`config.mk`:
```
export PLATFORM = sky130hd
export DESIGN_NAME = axil_arbiter2
export DESIGN_NICKNAME = d
export VERILOG_FILES = /design/src/rtl/axil_arbiter2.sv
export SDC_FILE = /design/constraint.sdc
export NUM_CORES = 1
export LEC_CHECK = 0
export BUFFER_PORTS_ARGS = -buffer_cell sky130_fd_sc_hd__buf_2
export CORE_AREA = 3 3 175 177
export DETAILED_ROUTE_END_ITERATION = 8
export DIE_AREA = 0 0 178 180
export PLACE_DENSITY_LB_ADDON = 0.3
export SLEW_MARGIN = 20
export SYNTH_ARGS = -nofsm -noshare
export SYNTH_HDL_FRONTEND = slang
export SYNTH_SLANG_ARGS = --single-unit
```
`constraint.sdc`:
```
create_clock -name clk -period 1.3 [get_ports clk]
set_input_delay 0.065 -clock clk [delete_from_list [all_inputs] [get_ports clk]]
set_output_delay 0.065 -clock clk [all_outputs]
set_load 0.03 [all_outputs]
```
`src/rtl/axil_arbiter2.sv`:
```
// axil_arbiter2: two-master AXI4-Lite arbiter in front of the core's single data-memory bus.
// Master 0 is the mriscvcore memory interface. Master 1 is the DMA/debug port.
// The read and write channels are arbitrated independently. A grant is held from the
// address handshake through the response handshake, so the slave side has at most one
// read and one write transaction in flight.
//
// Parameters
//   PRIO_MODE    0 = round-robin (the master not granted last wins a tie)
//                1 = fixed priority (m0 always wins a tie)
//
// Ports
//   clk, rst             system clock; asynchronous active-high reset
//   mX_AR*/mX_R*         read address / read data channel of master X (X = 0, 1)
//   mX_AW*/mX_W*/mX_B*   write address / data / response channel of master X
//   s_*                  slave-side channels, muxed from the granted master
//   rd_grant, wr_grant   one-hot owner of each channel; 00 while that channel is idle
//
// The *data ports on the AR and AW channels carry the address.
module axil_arbiter2 #(
   parameter int PRIO_MODE = 0
) (
   input  logic        clk,
   input  logic        rst,
   // master 0
   input  logic [31:0] m0_ARdata,
   input  logic [2:0]  m0_ARprot,
   input  logic        m0_ARvalid,
   output logic        m0_ARready,
   output logic [31:0] m0_Rdata,
   output logic        m0_Rvalid,
   input  logic        m0_RReady,
   input  logic [31:0] m0_AWdata,
   input  logic [2:0]  m0_AWprot,
   input  logic        m0_AWvalid,
   output logic        m0_AWready,
   input  logic [31:0] m0_Wdata,
   input  logic [3:0]  m0_Wstrb,
   input  logic        m0_Wvalid,
   output logic        m0_Wready,
   output logic        m0_Bvalid,
   input  logic        m0_Bready,
   // master 1
   input  logic [31:0] m1_ARdata,
   input  logic [2:0]  m1_ARprot,
   input  logic        m1_ARvalid,
   output logic        m1_ARready,
   output logic [31:0] m1_Rdata,
   output logic        m1_Rvalid,
   input  logic        m1_RReady,
   input  logic [31:0] m1_AWdata,
   input  logic [2:0]  m1_AWprot,
   input  logic        m1_AWvalid,
   output logic        m1_AWready,
   input  logic [31:0] m1_Wdata,
   input  logic [3:0]  m1_Wstrb,
   input  logic        m1_Wvalid,
   output logic        m1_Wready,
   output logic        m1_Bvalid,
   input  logic        m1_Bready,
   // slave side
   output logic [31:0] s_ARdata,
   output logic [2:0]  s_ARprot,
   output logic        s_ARvalid,
   input  logic        s_ARready,
   input  logic [31:0] s_Rdata,
   input  logic        s_Rvalid,
   output logic        s_RReady,
   output logic [31:0] s_AWdata,
   output logic [2:0]  s_AWprot,
   output logic        s_AWvalid,
   input  logic        s_AWready,
   output logic [31:0] s_Wdata,
   output logic [3:0]  s_Wstrb,
   output logic        s_Wvalid,
   input  logic        s_Wready,
   input  logic        s_Bvalid,
   output logic        s_Bready,
   // grant status
   output logic [1:0]  rd_grant,
   output logic [1:0]  wr_grant
);

   // state  | meaning
   // R_IDLE | no read owner; arbitrate among ARvalid requests
   // R_ADDR | owner's AR channel routed to the slave
   // R_DATA | slave R channel routed back to the owner
   // W_IDLE | no write owner; arbitrate among AWvalid/Wvalid requests
   // W_ADDR | owner's AW and W routed concurrently, each retired once
   // W_RESP | slave B channel routed back to the owner
   typedef enum logic [1:0] {R_IDLE, R_ADDR, R_DATA} rd_state_t;
   typedef enum logic [1:0] {W_IDLE, W_ADDR, W_RESP} wr_state_t;

   rd_state_t rd_state_q, rd_state_d;
   wr_state_t wr_state_q, wr_state_d;
   logic      rd_owner_q, rd_owner_d;   // 0 = m0, 1 = m1
   logic      last_rd_q, last_rd_d;
   logic      wr_owner_q, wr_owner_d;
   logic      last_wr_q, last_wr_d;
   logic      aw_done_q, aw_done_d;
   logic      w_done_q, w_done_d;

   // On a tie, fixed priority always picks m0; round-robin picks the master not granted last.
   function automatic logic arb_pick(input logic req0, input logic req1, input logic last);
      if (req0 && req1) begin
         return (PRIO_MODE != 0) ? 1'b0 : ~last;
      end
      return req1 & ~req0;
   endfunction

   logic ar_valid_sel, r_ready_sel;
   logic aw_valid_sel, w_valid_sel, b_ready_sel;
   logic aw_hs, w_hs;
   logic wr_req0, wr_req1;

   assign ar_valid_sel = rd_owner_q ? m1_ARvalid : m0_ARvalid;
   assign r_ready_sel  = rd_owner_q ? m1_RReady  : m0_RReady;
   assign aw_valid_sel = wr_owner_q ? m1_AWvalid : m0_AWvalid;
   assign w_valid_sel  = wr_owner_q ? m1_Wvalid  : m0_Wvalid;
   assign b_ready_sel  = wr_owner_q ? m1_Bready  : m0_Bready;

   // A write request is either half of the transaction, so W may arrive before AW.
   assign wr_req0 = m0_AWvalid | m0_Wvalid;
   assign wr_req1 = m1_AWvalid | m1_Wvalid;

   assign m0_Rdata = s_Rdata;
   assign m1_Rdata = s_Rdata;

   assign rd_grant = (rd_state_q == R_IDLE) ? 2'b00 : {rd_owner_q, ~rd_owner_q};
   assign wr_grant = (wr_state_q == W_IDLE) ? 2'b00 : {wr_owner_q, ~wr_owner_q};

   always_ff @(posedge clk or posedge rst) begin
      if (rst) begin
         rd_state_q <= R_IDLE;
         rd_owner_q <= 1'b0;
         last_rd_q  <= 1'b1;
         wr_state_q <= W_IDLE;
         wr_owner_q <= 1'b0;
         last_wr_q  <= 1'b1;
         aw_done_q  <= 1'b0;
         w_done_q   <= 1'b0;
      end else begin
         rd_state_q <= rd_state_d;
         rd_owner_q <= rd_owner_d;
         last_rd_q  <= last_rd_d;
         wr_state_q <= wr_state_d;
         wr_owner_q <= wr_owner_d;
         last_wr_q  <= last_wr_d;
         aw_done_q  <= aw_done_d;
         w_done_q   <= w_done_d;
      end
   end

   // Read channel. Slave data buses are forced to zero outside R_ADDR so that an idle
   // bus does not show whatever the masters happen to drive.
   always_comb begin
      rd_state_d = rd_state_q;
      rd_owner_d = rd_owner_q;
      last_rd_d  = last_rd_q;
      s_ARdata   = '0;
      s_ARprot   = '0;
      s_ARvalid  = 1'b0;
      s_RReady   = 1'b0;
      m0_ARready = 1'b0;
      m1_ARready = 1'b0;
      m0_Rvalid  = 1'b0;
      m1_Rvalid  = 1'b0;
      case (rd_state_q)
         R_IDLE: begin
            if (m0_ARvalid || m1_ARvalid) begin
               rd_owner_d = arb_pick(m0_ARvalid, m1_ARvalid, last_rd_q);
               rd_state_d = R_ADDR;
            end
         end
         R_ADDR: begin
            s_ARdata   = rd_owner_q ? m1_ARdata : m0_ARdata;
            s_ARprot   = rd_owner_q ? m1_ARprot : m0_ARprot;
            s_ARvalid  = ar_valid_sel;
            m0_ARready = ~rd_owner_q & s_ARready;
            m1_ARready = rd_owner_q & s_ARready;
            if (ar_valid_sel && s_ARready) begin
               rd_state_d = R_DATA;
            end
         end
         R_DATA: begin
            s_RReady  = r_ready_sel;
            m0_Rvalid = ~rd_owner_q & s_Rvalid;
            m1_Rvalid = rd_owner_q & s_Rvalid;
            if (s_Rvalid && r_ready_sel) begin
               last_rd_d  = rd_owner_q;
               rd_state_d = R_IDLE;
            end
         end
         default: rd_state_d = R_IDLE;
      endcase
   end

   // Write channel. aw_done/w_done retire each half independently; the matching
   // valid and ready are suppressed once a half has completed.
   always_comb begin
      wr_state_d = wr_state_q;
      wr_owner_d = wr_owner_q;
      last_wr_d  = last_wr_q;
      aw_done_d  = aw_done_q;
      w_done_d   = w_done_q;
      aw_hs      = 1'b0;
      w_hs       = 1'b0;
      s_AWdata   = '0;
      s_AWprot   = '0;
      s_AWvalid  = 1'b0;
      s_Wdata    = '0;
      s_Wstrb    = '0;
      s_Wvalid   = 1'b0;
      s_Bready   = 1'b0;
      m0_AWready = 1'b0;
      m1_AWready = 1'b0;
      m0_Wready  = 1'b0;
      m1_Wready  = 1'b0;
      m0_Bvalid  = 1'b0;
      m1_Bvalid  = 1'b0;
      case (wr_state_q)
         W_IDLE: begin
            if (wr_req0 || wr_req1) begin
               wr_owner_d = arb_pick(wr_req0, wr_req1, last_wr_q);
               wr_state_d = W_ADDR;
            end
         end
         W_ADDR: begin
            s_AWdata   = wr_owner_q ? m1_AWdata : m0_AWdata;
            s_AWprot   = wr_owner_q ? m1_AWprot : m0_AWprot;
            s_AWvalid  = aw_valid_sel & ~aw_done_q;
            s_Wdata    = wr_owner_q ? m1_Wdata : m0_Wdata;
            s_Wstrb    = wr_owner_q ? m1_Wstrb : m0_Wstrb;
            s_Wvalid   = w_valid_sel & ~w_done_q;
            m0_AWready = ~wr_owner_q & ~aw_done_q & s_AWready;
            m1_AWready = wr_owner_q & ~aw_done_q & s_AWready;
            m0_Wready  = ~wr_owner_q & ~w_done_q & s_Wready;
            m1_Wready  = wr_owner_q & ~w_done_q & s_Wready;
            aw_hs      = aw_valid_sel & ~aw_done_q & s_AWready;
            w_hs       = w_valid_sel & ~w_done_q & s_Wready;
            if ((aw_done_q || aw_hs) && (w_done_q || w_hs)) begin
               aw_done_d  = 1'b0;
               w_done_d   = 1'b0;
               wr_state_d = W_RESP;
            end else begin
               aw_done_d = aw_done_q | aw_hs;
               w_done_d  = w_done_q | w_hs;
            end
         end
         W_RESP: begin
            s_Bready  = b_ready_sel;
            m0_Bvalid = ~wr_owner_q & s_Bvalid;
            m1_Bvalid = wr_owner_q & s_Bvalid;
            if (s_Bvalid && b_ready_sel) begin
               last_wr_d  = wr_owner_q;
               wr_state_d = W_IDLE;
            end
         end
         default: wr_state_d = W_IDLE;
      endcase
   end

endmodule

```
==> summary.md <==
| Metric | Value |
|---|---|
| Crit-path max FO | `15` |
| Fmax achieved | `a little over 600 MHz` |
| Status | `complete, but fails checks` |
| Die footprint | `between 0.03 and 0.04 sq mm` |
| Synthesis-stage register bit count | `10` |
| Post-synth EDFFs | `0` |
| Adder-cell area share of the yosys netlist | `0%` |
| Post-synthesis compound-gate area fraction | `under 10%` |
| Vias per cell | `between 3 and 4` |
| Die width | `between 150 and 200 microns` |
| Yosys top cell by area | `mux2i_1` |
| Final Max Tran Viols | `0` |
| Leading cell types by count after synthesis | `115 x nor2_1, 108 x mux2i_1, 71 x buf_4` |
| Synth Cell Area | `0.00278 sq mm` |
| Iter 0 DRT Violations | `40` |
| Mapped Cells | `between 300 and 400` |
| Arr. time, crit path | `1.55 ns` |
| Failing checks | `setup timing` |
| HPWL reported at the end of detailed placement | `approximately 12000 microns` |
| Worst Setup End Kind | `output port` |
| Critical path class | `reg -> out` |
| Post-synthesis mux area share | `about two fifths` |
| Synth warn | `0` |
| Yosys top cell area share | `about two fifths` |
| Post-Synth XOR/XNOR Area | `0%` |
| Final hold violation count | `0` |
| Die height | `180 microns` |
| Area of the core | `0.0294 sq mm` |
| Reg-to-reg slack, setup | `-0.26 ns` |
| Async SR Flop Fraction | `100%` |
| Final net count | `986` |
| DR WL/cell | `between 10 and 15 microns` |
| RSZ-0062 raised after global routing | `yes` |
| Final ANT Viol Nets | `0` |
| Rel. slew slack | `roughly two thirds` |
| Cell with the most instances after synthesis | `nor2_1` |
| CP startpoint kind | `register` |
| Initial Util | `9.44%` |
| Largest net degree at the start of global routing | `27` |
| # port buffers | `approximately 350` |
| Row cnt | `63` |
| Overall global routing resource usage | `approximately 8.6%` |
| Final core occ | `24.5%` |
| Detailed Routing Iterations Pass 1 | `4` |
| Drt total wl | `around 16000 microns` |
| Max-cap viol count | `0` |
| Post-synth top flop | `dfrtp_1` |
| Slew @ Worst Pin | `0.487 ns` |
| RD Place Congestion | `0.720` |
| Min-delay worst type | `in -> reg` |
| Area contributors post-synth | `mux2i_1 39%, buf_4 19%, nor2_1 16%` |
| Fillers | `about 3200` |
| Register area share after synthesis | `under 10%` |
| Final worst setup slack | `-0.320 ns` |
| Critical path required time | `about 1.2 ns` |
| Lkg Pwr | `~3.4 nW` |
| Distinct cells, synth | `36` |
| Worst-skew pair later-pin latency | `roughly 0.24 ns` |
| First-pass GRT wire length | `about 22000 microns` |
| CTS buffer count | `3` |
| Main combinational cell family by area after synthesis | `multiplexers` |
| Clk pin slew, worst setup/hold paths | `~0.040 ns` |
| Overall power | `~21 mW` |
| Peak VDD IR | `between 1 and 1.5 mV` |
| Synthesized area per cell | `between 7 and 8 sq um` |
| Via count | `around 4000` |
| Fin crit period | `1.62 ns` |
| Mapped Nets | `637` |
| Post-route DRC | `0` |
| Io pins | `450` |
| Vias in the first global route | `4057` |
| Clock Path Buffers | `2` |
| Worst Clk Skew | `0.000518 ns` |
| Layout cells sized above 1 | `between 80 and 90%` |
| GRT overflow | `0` |
| H-tree Lvls | `1` |
| Simple-gate share of the synthesized area | `22.4%` |
| Pwr/cell area | `slightly below 3000 mW/mm^2` |
| Setup Viol. Count Final | `between 100 and 150` |
| Area delta synth->final | `159%` |
| CTS tree | `yes` |
| Final worst-path cycle share | `125%` |
| Initial antenna violation count | `1` |
| Clock sink count | `10` |
| Root Driver | `clkbuf_16` |
worst max-delay path, cell delays in order (launching register included):
cell and delay, ns:
dfrtp_4 0.52, buf_12 0.18, buf_4 0.16, mux2i_2 0.23, nor2_4 0.04, buf_2 0.17
cell usage in the layout (no fill, tap or decap), drive strengths merged, types with 2 or more instances in the layout:
master | synthesis | final
buf | 89 | 431
nor2 | 115 | 115
mux2i | 108 | 108
dfrtp | 8 | 8
clkbuf | 1 | 6
nor2b | 5 | 5
a31oi | 4 | 4
a21oi | 4 | 4
inv | 4 | 4
nand2b | 4 | 4
mux2 | 4 | 4
nor3b | 4 | 4
o21ai | 3 | 3
nor3 | 3 | 3
a32o | 2 | 2
nor4b | 2 | 2
dfstp | 2 | 2
a21o | 2 | 2
and3 | 2 | 2
and4b | 2 | 2
kinds of logic after synthesis:
group	after synthesis
muxes	112
buffers and inverters	94
AOI/OAI and AO/OA	18
and+or+nand+nor	142
DFF	10
metrics by stage:
stage / instances / setup slack (ns) / TNS (ns) / instance area (sq um) / hold WS [ns]
finish: 1115 / -0.320 / -29.37 / 7200 / 0.0418
global route: 1115 / -0.387 / -36.48 / 7200 / 0.0580
global placement: 1082 / -0.251 / -3.92 / 5310 / 0.130
CTS: 1102 / -0.322 / -29.21 / 6640 / 0.0375
detailed placement: 1082 / -0.275 / -5.00 / 5310 / 0.130
floorplan: 376 / -0.248 / -2.80 / 3140 / -0.0963
state kept, by name, indices dropped and copies added (netlist names):
register	count
aw_done_q	1
last_rd_q	1
last_wr_q	1
rd_owner_q	1
rd_state_q	2
w_done_q	1
wr_owner_q	1
wr_state_q	2
final timing paths:
kind	to	cells past startpoint	startpoint
min in group asynchronous	rd_state_q[1]	3	rst
worst min-delay path	rd_owner_q	2	m0_ARvalid
worst min register to register	last_rd_q	2	last_rd_q
worst max-delay path	s_AWdata[23]	5	wr_owner_q
max in group asynchronous	wr_owner_q	3	rst
worst max register to register	wr_state_q[1]	4	wr_owner_q
area by class of cell:
class                      count  area (sq um)  share of cell area [%]
antenna                        1          2.50                  0.0347
clock buffer                   4          88.8                    1.23
inverter                       4          27.5                   0.382
multi-input combinational    272          2900                    40.3
sequential                    10           259                    3.60
tap                          390           488                    6.78
timing repair buffer         434          3430                    47.7
layer usage:
metal / vias to the layer above / part of all wire, % / track usage [%] / wire length, microns
met5: - / 0 / 0 / 0
met4: 0 / 0.72 / 0.974 / 115
met3: 10 / 12 / 3.11 / 1870
met2: 290 / 55 / 17.6 / 8770
met1: 1785 / 33 / 8.23 / 5210
li1: 1913 / - / - / -
report_power, final:
group	internal [mW]	switching [mW]	total, mW
sequential	0.478	0.241	0.719
clock	0.465	0.165	0.629
combinational	9.73	10.2	20.0
total	10.7	10.6	21.3
what timing repair did:
item	CTS	global route
endpoints found under the setup margin	130	130
cloned	7	2
gates resized for setup	276	120
hold endpoints to repair	8	0
pin swaps	12	15
hold buffers	1	0
setup buffers	8	14
No activity file was read; power rests on OpenSTA's default activity.
